--- src/rtl/vblank_scheduler.sv ---
// vblank_scheduler: shares the vertical-blanking interval between N_REQ update
// agents. One update window opens per frame; agents are granted one at a time in
// round-robin order, at most once per frame, each grant bounded by MAX_SLOT cycles.
module vblank_scheduler #(
  parameter int N_REQ       = 4,
  parameter int V_ACTIVE    = 480,
  parameter int V_TOTAL     = 521,
  parameter int GUARD_LINES = 1,
  parameter int MAX_SLOT    = 2048,
  localparam int ID_W       = $clog2(N_REQ),
  localparam int CNT_W      = $clog2(MAX_SLOT)
) (
  input  logic             clk,
  input  logic             rst,
  input  logic [9:0]       y,
  input  logic [N_REQ-1:0] req,
  input  logic [N_REQ-1:0] done,
  output logic [N_REQ-1:0] gnt,
  output logic [ID_W-1:0]  gnt_id,
  output logic             window,
  output logic             abort,
  output logic [N_REQ-1:0] miss
);

  typedef enum logic [1:0] {S_IDLE, S_ARB, S_GRANT, S_HOLD} state_t;

  localparam logic [9:0]       Y_OPEN   = 10'(V_ACTIVE);
  localparam logic [9:0]       Y_CLOSE  = 10'(V_TOTAL - GUARD_LINES);
  localparam logic [CNT_W-1:0] SLOT_END = CNT_W'(MAX_SLOT - 1);
  localparam logic [ID_W-1:0]  LAST_ID  = ID_W'(N_REQ - 1);

  state_t             state_q, state_d;
  logic [N_REQ-1:0]   gnt_q, gnt_d;
  logic [ID_W-1:0]    gnt_id_q, gnt_id_d;
  logic               window_q, window_d;
  logic               win_prev_q, win_prev_d;
  logic               win_vld_q, win_vld_d;
  logic               prev_vld_q, prev_vld_d;
  logic               abort_q, abort_d;
  logic [N_REQ-1:0]   miss_q, miss_d;
  logic [ID_W-1:0]    rr_ptr_q, rr_ptr_d;
  logic [N_REQ-1:0]   served_q, served_d;
  logic [CNT_W-1:0]   slot_cnt_q, slot_cnt_d;

  logic               win_rise, win_fall;
  logic               pick_found;
  logic [ID_W-1:0]    pick_id;
  logic [ID_W-1:0]    next_ptr;

  // Round-robin search: first eligible index at or after ptr, wrapping.
  function automatic logic [ID_W:0] rr_pick(input logic [N_REQ-1:0] elig,
                                            input logic [ID_W-1:0]  ptr);
    logic            found;
    logic [ID_W-1:0] idx;
    logic [ID_W-1:0] cand;
    int              j;
    found = 1'b0;
    idx   = ptr;
    for (int k = 0; k < N_REQ; k++) begin
      j = int'(ptr) + k;
      if (j >= N_REQ) j = j - N_REQ;
      cand = ID_W'(j);
      if (!found && elig[cand]) begin
        found = 1'b1;
        idx   = cand;
      end
    end
    return {found, idx};
  endfunction

  // Window edges only count once the history holds two real samples, so a reset
  // released in mid-blanking does not look like a window opening.
  assign win_rise = prev_vld_q && window_q && !win_prev_q;
  assign win_fall = prev_vld_q && !window_q && win_prev_q;

  assign {pick_found, pick_id} = rr_pick(req & ~served_q, rr_ptr_q);
  assign next_ptr = (gnt_id_q == LAST_ID) ? '0 : gnt_id_q + 1'b1;

  // Next-state and registered-output logic for the window tracker and arbiter FSM.
  always_comb begin
    // NOTE: every signal gets a default before the case so no path infers a latch.
    state_d    = state_q;
    gnt_d      = gnt_q;
    gnt_id_d   = gnt_id_q;
    rr_ptr_d   = rr_ptr_q;
    served_d   = served_q;
    slot_cnt_d = slot_cnt_q;
    abort_d    = 1'b0;
    miss_d     = '0;
    window_d   = (y >= Y_OPEN) && (y < Y_CLOSE);
    win_prev_d = window_q;
    win_vld_d  = 1'b1;
    prev_vld_d = win_vld_q;

    // Report unserved requests from the frame's served set before this cycle's update.
    if (win_fall) miss_d = req & ~served_q;

    case (state_q)
      S_IDLE: begin
        if (win_rise) begin
          served_d = '0;
          state_d  = S_ARB;
        end
      end
      S_ARB: begin
        if (!window_q) begin
          state_d = S_IDLE;
        end else if (pick_found) begin
          gnt_d          = '0;
          gnt_d[pick_id] = 1'b1;
          gnt_id_d       = pick_id;
          slot_cnt_d     = '0;
          state_d        = S_GRANT;
        end else begin
          state_d = S_HOLD;
        end
      end
      S_GRANT: begin
        slot_cnt_d = slot_cnt_q + 1'b1;
        if (done[gnt_id_q]) begin
          gnt_d              = '0;
          served_d[gnt_id_q] = 1'b1;
          rr_ptr_d           = next_ptr;
          state_d            = S_ARB;
        end else if (!window_q) begin
          abort_d            = 1'b1;
          gnt_d              = '0;
          served_d[gnt_id_q] = 1'b1;
          rr_ptr_d           = next_ptr;
          state_d            = S_IDLE;
        end else if (slot_cnt_q == SLOT_END) begin
          abort_d            = 1'b1;
          gnt_d              = '0;
          served_d[gnt_id_q] = 1'b1;
          rr_ptr_d           = next_ptr;
          state_d            = S_ARB;
        end
      end
      S_HOLD: begin
        if (!window_q) state_d = S_IDLE;
      end
      default: state_d = S_IDLE;
    endcase
  end

  // State register; asynchronous reset returns every flop to its idle value.
  always_ff @(posedge clk or posedge rst) begin
    if (rst) begin
      state_q    <= S_IDLE;
      gnt_q      <= '0;
      gnt_id_q   <= '0;
      window_q   <= 1'b0;
      win_prev_q <= 1'b0;
      win_vld_q  <= 1'b0;
      prev_vld_q <= 1'b0;
      abort_q    <= 1'b0;
      miss_q     <= '0;
      rr_ptr_q   <= '0;
      served_q   <= '0;
      slot_cnt_q <= '0;
    end else begin
      // NOTE: non-blocking assignments so every flop samples pre-edge values.
      state_q    <= state_d;
      gnt_q      <= gnt_d;
      gnt_id_q   <= gnt_id_d;
      window_q   <= window_d;
      win_prev_q <= win_prev_d;
      win_vld_q  <= win_vld_d;
      prev_vld_q <= prev_vld_d;
      abort_q    <= abort_d;
      miss_q     <= miss_d;
      rr_ptr_q   <= rr_ptr_d;
      served_q   <= served_d;
      slot_cnt_q <= slot_cnt_d;
    end
  end

  assign gnt    = gnt_q;
  assign gnt_id = gnt_id_q;
  assign window = window_q;
  assign abort  = abort_q;
  assign miss   = miss_q;

endmodule
--- config.mk ---
export PLATFORM = sky130hd
export DESIGN_NAME = vblank_scheduler
export DESIGN_NICKNAME = d
export VERILOG_FILES = /design/src/rtl/vblank_scheduler.sv
export SDC_FILE = /design/constraint.sdc
export NUM_CORES = 1
export LEC_CHECK = 0
export CORE_MARGIN = 2
export CORE_UTILIZATION = 55
export DETAILED_ROUTE_END_ITERATION = 6
export PLACE_DENSITY = 0.86
export SLEW_MARGIN = 40
export SYNTH_ARGS = -nofsm -noshare
export SYNTH_HDL_FRONTEND = slang
export SYNTH_SLANG_ARGS = --single-unit
--- constraint.sdc ---
create_clock -name clk -period 2.95 [get_ports clk]
set_input_delay 0.4425 -clock clk [delete_from_list [all_inputs] [get_ports clk]]
set_output_delay 0.4425 -clock clk [all_outputs]
set_load 0.1 [all_outputs]
==> reports/results.ini, run 1 <==
[run_status]
status = finished, final reports clean

[logic_synthesis]
avgSynthCellArea_um2 = 10.1
synth_top_cell_by_area = dfrtp_1
yosysWarningCount = 0
ys.flop_type = dfrtp_1
synthTopCellsByArea = dfrtp_1, o21ai_0, nor2_1
synth_cells = 168
synth_fp_nets = 193
ys_ff_latch = 34
ys_async_sr_fraction = 1.00
synth_cell_types = 47
ys_seq_area_frac = 0.500
yosysTopAreaCellShare = 0.500
synth_edf_count = 0
syn_area_um2 = 1700

[floorplanning]
die_area_um2 = 3550
core_um2 = 3000
chipWidth_um = 59.6
die_h_um = 59.6
initial_core_util = 0.566
fp-row-count = 20
num_io_pins = 32

[timing]
whs_ns = 0.362
hold_viol = 0
setup_tns_ns = 0
setup_viol = 0
fin_skew_ns = 0.00588
max_freq_mhz = 527
period_needed_ns = 1.90
slew_headroom = 0.529
worst_pin_slew_ns = 0.705
maxSlewViolCount = 0
timing.final.crit_share = 0.643
rsz0062_at_grt = no

[drt]
avgViaCountPerCell = 6.08
drt_iter0_drc = 64
detail-route-antenna-nets = 0
drc = 0
routed_wirelength_um = 3540
vias = 1416
firstDrtPassIters = 4
wire_per_inst_um = 15.2

[power_and_ir_drop]
ir_drop_mv = 0.309
p_leak_nw = 0.927
powerDensity_nw_per_um2 = 497
finalPower_mw = 1.02

[critical_path]
worst-r2r-setup-slack_ns = 1.08
startpoint_type = primary input
rr_worst_depth = 5
crit_family = compound AO/OA/AOI/OAI gates
path_cells = clkdlybuf4s50_1, nand2b_1, a41oi_2, nor2_2, o21ai_0, o21ai_0
r2r_end = rr_ptr_q[1]$_DFFE_PP0P_
cp.required_ns = 3.14
slowest_delay_ns = 0.46
critPathBufInv = 1
cpMostUsedCell = o21ai_0
cp_max_fo = 9
crit_type = in2reg
worstSetupEndpointType = flop
r2r-start = slot_cnt_q[0]$_DFFE_PP0P_
critPathSlowestCell = clkdlybuf4s50_1
worstPathArrival_ns = 2.08

[clock_tree]
cts_root_buffer = clkbuf_4
cts_tree = done
postCtsSetupRepairBufs = 0
cts-resized-gates = 0
cts_buffer_depth = 2
holdBufCountCts = 0
numCtsBuffers = 5
htree_levels = 2
clock_latency_ns = 0.33
path_clk_slew_ns = 0.09
cts.sink_count = 34

[min_path]
min_from = prev_vld_d$_DFF_PP0_
hp-class = reg2reg
holdPathEnd = prev_vld_q$_DFF_PP0_
min_path_cells = 0

[global_route]
globalRouteTotalUtil = 0.240
grt_overflow_total = 0
grt_pass1_vias = 1432
grt_max_degree = 35
grt_antenna_before_repair = 0
grt_pass1_wl_um = 6280

[cells_and_area]
num-nets-final = 224
multi_input_area_um2 = 803
nFillCells = 220
drive_gt1_frac = 0.185
stdcell_count = 233
seq_area_um2 = 851
diodes = 0
syn_to_final_growth_pct = 20.8

[job]
cap_violations = 0

[placement]
io_buffer_count = 28
place_inst = 225
dp.final_hpwl_um = 2610
place.gp.congestion = 0.812

[worst reg2reg max path, stage by stage, from the launching register on]
cell	delay, ns
dfrtp_1	0.41
ha_1	0.24
nand2_1	0.12
o31a_1	0.39
a21oi_4	0.27
mux2_4	0.33
[synthesized netlist by cell type, drive strengths merged, types with 2 or more instances]
cell,instances
dfrtp,34
nor2,20
o21ai,19
nand2,15
a22o,9
a21oi,8
nand3,7
inv,6
nand2b,6
ha,5
nand4,4
clkbuf,3
nor2b,3
a211oi,2
a2bb2oi,2
buf,2
nand3b,2
nor3,2
o22a,2
[metrics by stage]
stage	instance area [um2]	worst slack [ns]	utilization
after floorplan	1700	0.723	-
after global placement	1980	0.874	0.658
after detailed placement	1980	0.770	0.658
after CTS	2050	1.10	0.684
after global routing	2050	0.928	0.684
final	2050	1.05	0.684
[sequential cells by signal, indices dropped and copies added, names as in the netlist]
name	cells
served_q	4
prev_vld_d	1
miss	4
win_prev_q	1
gnt_id	2
rr_ptr_q	2
state_q	2
slot_cnt_q	11
abort	1
window	1
gnt	4
prev_vld_q	1
[worst max-delay path by stage]
stage | from | endpoint | slack (ns) | cells past startpoint
floorplan | gnt_id[0]$_DFFE_PP0P_ | rr_ptr_q[1]$_DFFE_PP0P_ | 0.72 | 4
global placement | req[0] | gnt[3]$_DFFE_PP0P_ | 0.87 | 6
detailed placement | req[0] | slot_cnt_q[7]$_DFFE_PP0P_ | 0.77 | 6
CTS | req[0] | slot_cnt_q[7]$_DFFE_PP0P_ | 1.10 | 6
global route | req[0] | slot_cnt_q[7]$_DFFE_PP0P_ | 0.93 | 6
finish | req[0] | slot_cnt_q[7]$_DFFE_PP0P_ | 1.05 | 6
[placed cells by master (no fill, tap or decap), types with 2 or more instances in the layout]
master / count
a21oi_1: 7
a22o_1: 5
a22o_2: 4
a2bb2oi_1: 2
buf_4: 13
clkbuf_4: 5
clkbuf_8: 3
clkdlybuf4s50_1: 16
dfrtp_1: 34
ha_1: 5
inv_1: 5
nand2_1: 15
nand2b_1: 6
nand3_1: 6
nand3b_1: 2
nand4_1: 3
nor2_1: 19
nor2b_1: 3
o21ai_0: 17
o22a_1: 2
[layer usage]
layer	share of wire	vias to the layer above	wire (um)	GRT usage
met3	0.066	12	235	0.0633
met2	0.48	56	1690	0.383
met4	0.025	0	90	0.117
met1	0.43	682	1520	0.302
met5	0	-	0	0
li1	-	666	-	-
[final cells by class]
type | instances | share of cell area
sequential | 34 | 0.414
multi-input combinational | 123 | 0.391
timing repair buffer | 29 | 0.125
clock buffer | 8 | 0.0384
tap | 33 | 0.0201
inverter | 6 | 0.0110
[cells by family after synthesis]
family,Yosys count,synth area share
AND/OR/NAND/NOR,63,0.189
AO/OA/AOI/OAI,51,0.217
flip-flops,34,0.500
buffers and inverters,11,0.0272
adder cells (fa/ha/maj),5,0.0368
multiplexers,2,0.0221
other,1,0.00221
XOR/XNOR,1,0.00515
[report_power, final]
group          switching [mW]  internal [mW]  total (mW)
logic                   0.105         0.0717       0.176
clock network           0.148          0.163       0.311
registers              0.0378          0.496       0.534
(Power assumes the default switching activity.)
==> inputs of run 2 (changes only) <==
Settings changed: CORE_UTILIZATION 55 to 51, PLACE_DENSITY 0.86 to 0.8.
Clock period 2.95 ns to 1.9 ns, I/O delays scaled along.
==> reports/results.ini, run 2 (synthesis gave the netlist of run 1 again) <==
[clock_tree]
cts_buffer_depth = 2  ; unchanged
cts_root_buffer = clkbuf_4
clock_latency_ns = 0.32  ; about the same
holdBufCountCts = 0  ; unchanged
cts_tree = done
cts-resized-gates = 0  ; unchanged
htree_levels = 2  ; unchanged
cts.sink_count = 34  ; unchanged
postCtsSetupRepairBufs = 0  ; unchanged
numCtsBuffers = 5  ; unchanged
path_clk_slew_ns = 0.11  ; +0.02 ns

[floorplanning]
die_area_um2 = 3810  ; +7.3%
fp-row-count = 20  ; unchanged
die_h_um = 61.7  ; +3.6%
core_um2 = 3100  ; +3.3%
chipWidth_um = 61.7  ; +3.6%
initial_core_util = 0.548  ; -0.0183
num_io_pins = 32  ; unchanged

[placement]
place.gp.congestion = 0.856  ; +5.4%
dp.final_hpwl_um = 2680  ; +2.7%
place_inst = 246  ; +9.3%
io_buffer_count = 28  ; unchanged
dpl_cell_area_um2 = 2080  ; +5.4%
dp_slack_ns = -0.0150  ; -0.785 ns

[timing]
period_needed_ns = 1.79
rsz0062_at_grt = no
fin_ws_ns = 0.106  ; -0.947 ns
timing.final.crit_share = 0.944
fin_skew_ns = 0.0125  ; +0.00660 ns
hold_viol = 0  ; unchanged
setup_tns_ns = 0  ; unchanged
maxSlewViolCount = 0  ; unchanged
whs_ns = 0.349  ; -0.0134 ns
setup_viol = 0  ; unchanged
max_freq_mhz = 557

[global_route]
grt_overflow_total = 0  ; unchanged
grt_antenna_before_repair = 0  ; unchanged
grt_pass1_vias = 1328  ; -7.3%
globalRouteTotalUtil = 0.220  ; -0.0201
grt_pass1_wl_um = 6110  ; -2.6%
grt_max_degree = 35  ; unchanged

[critical_path]
r2r-start = slot_cnt_q[0]$_DFFE_PP0P_
crit_type = reg2reg
critPathSlowestCell = dfrtp_1
startpoint_type = flop
cp_max_fo = 4  ; -5
worstSetupEndpointType = flop
slowest_delay_ns = 0.41  ; -0.05 ns
path_cells = ha_1, nand2_1, o31a_1, a21oi_4, mux2_4
setup.worst_path.start = slot_cnt_q[0]$_DFFE_PP0P_
worstPathArrival_ns = 2.00  ; -0.08 ns
cp.required_ns = 2.11  ; -1.03 ns

[cells_and_area]
largest_register_ffs = 11  ; unchanged
layout_common_cells = dfrtp_1, buf_4, nor2_1
top_register = slot_cnt_q
layout_commonest_cell = dfrtp_1
syn_to_final_growth_pct = 26.4
diodes = 0  ; unchanged
stdcell_count = 256  ; +9.9%
num-nets-final = 236  ; +5.4%
drive_gt1_frac = 0.241  ; +0.0556
final_area_um2 = 2150  ; +4.6%
fin_util = 0.693  ; +0.00858

[power_and_ir_drop]
p_sw_mw = 0.454  ; +56%
p_leak_nw = 0.973  ; +4.9%
intPower_mw = 1.05  ; +43%
switching_share = 0.303  ; +0.0182
powerDensity_nw_per_um2 = 698  ; +40%
p_clk_frac = 0.245  ; -0.060
pwr-share-comb = 0.200  ; +0.027
finalPower_mw = 1.50  ; +47%
ir_drop_mv = 0.432  ; +40%
seqPwrFrac = 0.555  ; +0.032

[run_status]
status = finished, final reports clean

[drt]
vias = 1413  ; -0.21%
drc = 0  ; unchanged
firstDrtPassIters = 4  ; unchanged
avgViaCountPerCell = 5.52  ; -9.2%
routed_wirelength_um = 3700  ; +4.4%
drt_iter0_drc = 70  ; +9.4%
wire_per_inst_um = 14.4  ; -5.0%
detail-route-antenna-nets = 0  ; unchanged

[min_path]
hp-class = in2async

[job]
cap_violations = 0  ; unchanged

[run 2: cell types whose count changed in the layout (fill, tap and decap cells not counted), sizes merged]
cell	before	now
buf	13	25
clkbuf	8	6
clkinv	0	2
[run 2: per-layer routing]
layer,vias to the layer above,routed length (um),global-route usage
met1,683,1760,0.320
met5,-,0,0
met4,0,19,0.0729
met2,39,1770,0.337
li1,689,-,-
met3,2,147,0.0373
[run 2: worst paths after layout]
path | endpoint | depth (start not counted) | slack (ns)
max in group asynchronous | gnt_id[0]$_DFFE_PP0P_ | 3 | 1.21
worst max-delay path | rr_ptr_q[1]$_DFFE_PP0P_ | 5 | 0.11
worst min-delay path | slot_cnt_q[7]$_DFFE_PP0P_ | 3 | 0.35
worst max register to register | rr_ptr_q[1]$_DFFE_PP0P_ | 5 | 0.11
worst min register to register | prev_vld_q$_DFF_PP0_ | 0 | 0.36
min in group clk | prev_vld_q$_DFF_PP0_ | 0 | 0.36
[run 2: power by group through the flow]
stage | clock network (mW) | logic [mW] | registers, mW
after floorplan | 0 | 0.154 | 0.874
after global placement | 0 | 0.286 | 0.839
after detailed placement | 0 | 0.297 | 0.844
after CTS | 0.375 | 0.297 | 0.831
after global routing | 0.406 | 0.327 | 0.842
final | 0.367 | 0.300 | 0.832
[run 2: critical path: cells and delay by family (launching register included)]
kind	cells	cell delay, ns
AO/OA/AOI/OAI	2	0.60
flip-flops	1	0.41
multiplexers	1	0.31
adder cells (fa/ha/maj)	1	0.24
AND/OR/NAND/NOR	1	0.12
[run 2: area by class of cell]
cell class / count / area (um2)
Multi-Input combinational cell: 123 / 803
Clock inverter: 2 / 10.0
Inverter: 6 / 22.5
Timing Repair Buffer: 41 / 360
Clock buffer: 6 / 41.3
Sequential cell: 34 / 857
Fill cell: 268 / 953
Tap cell: 44 / 55.1
==> inputs of run 3 (changes only) <==
Settings changed: CAP_MARGIN set to 25, CTS_CLUSTER_DIAMETER set to 50.
==> results of run 3 <==
Final layout, timing and power as in run 2 (identical DEF).
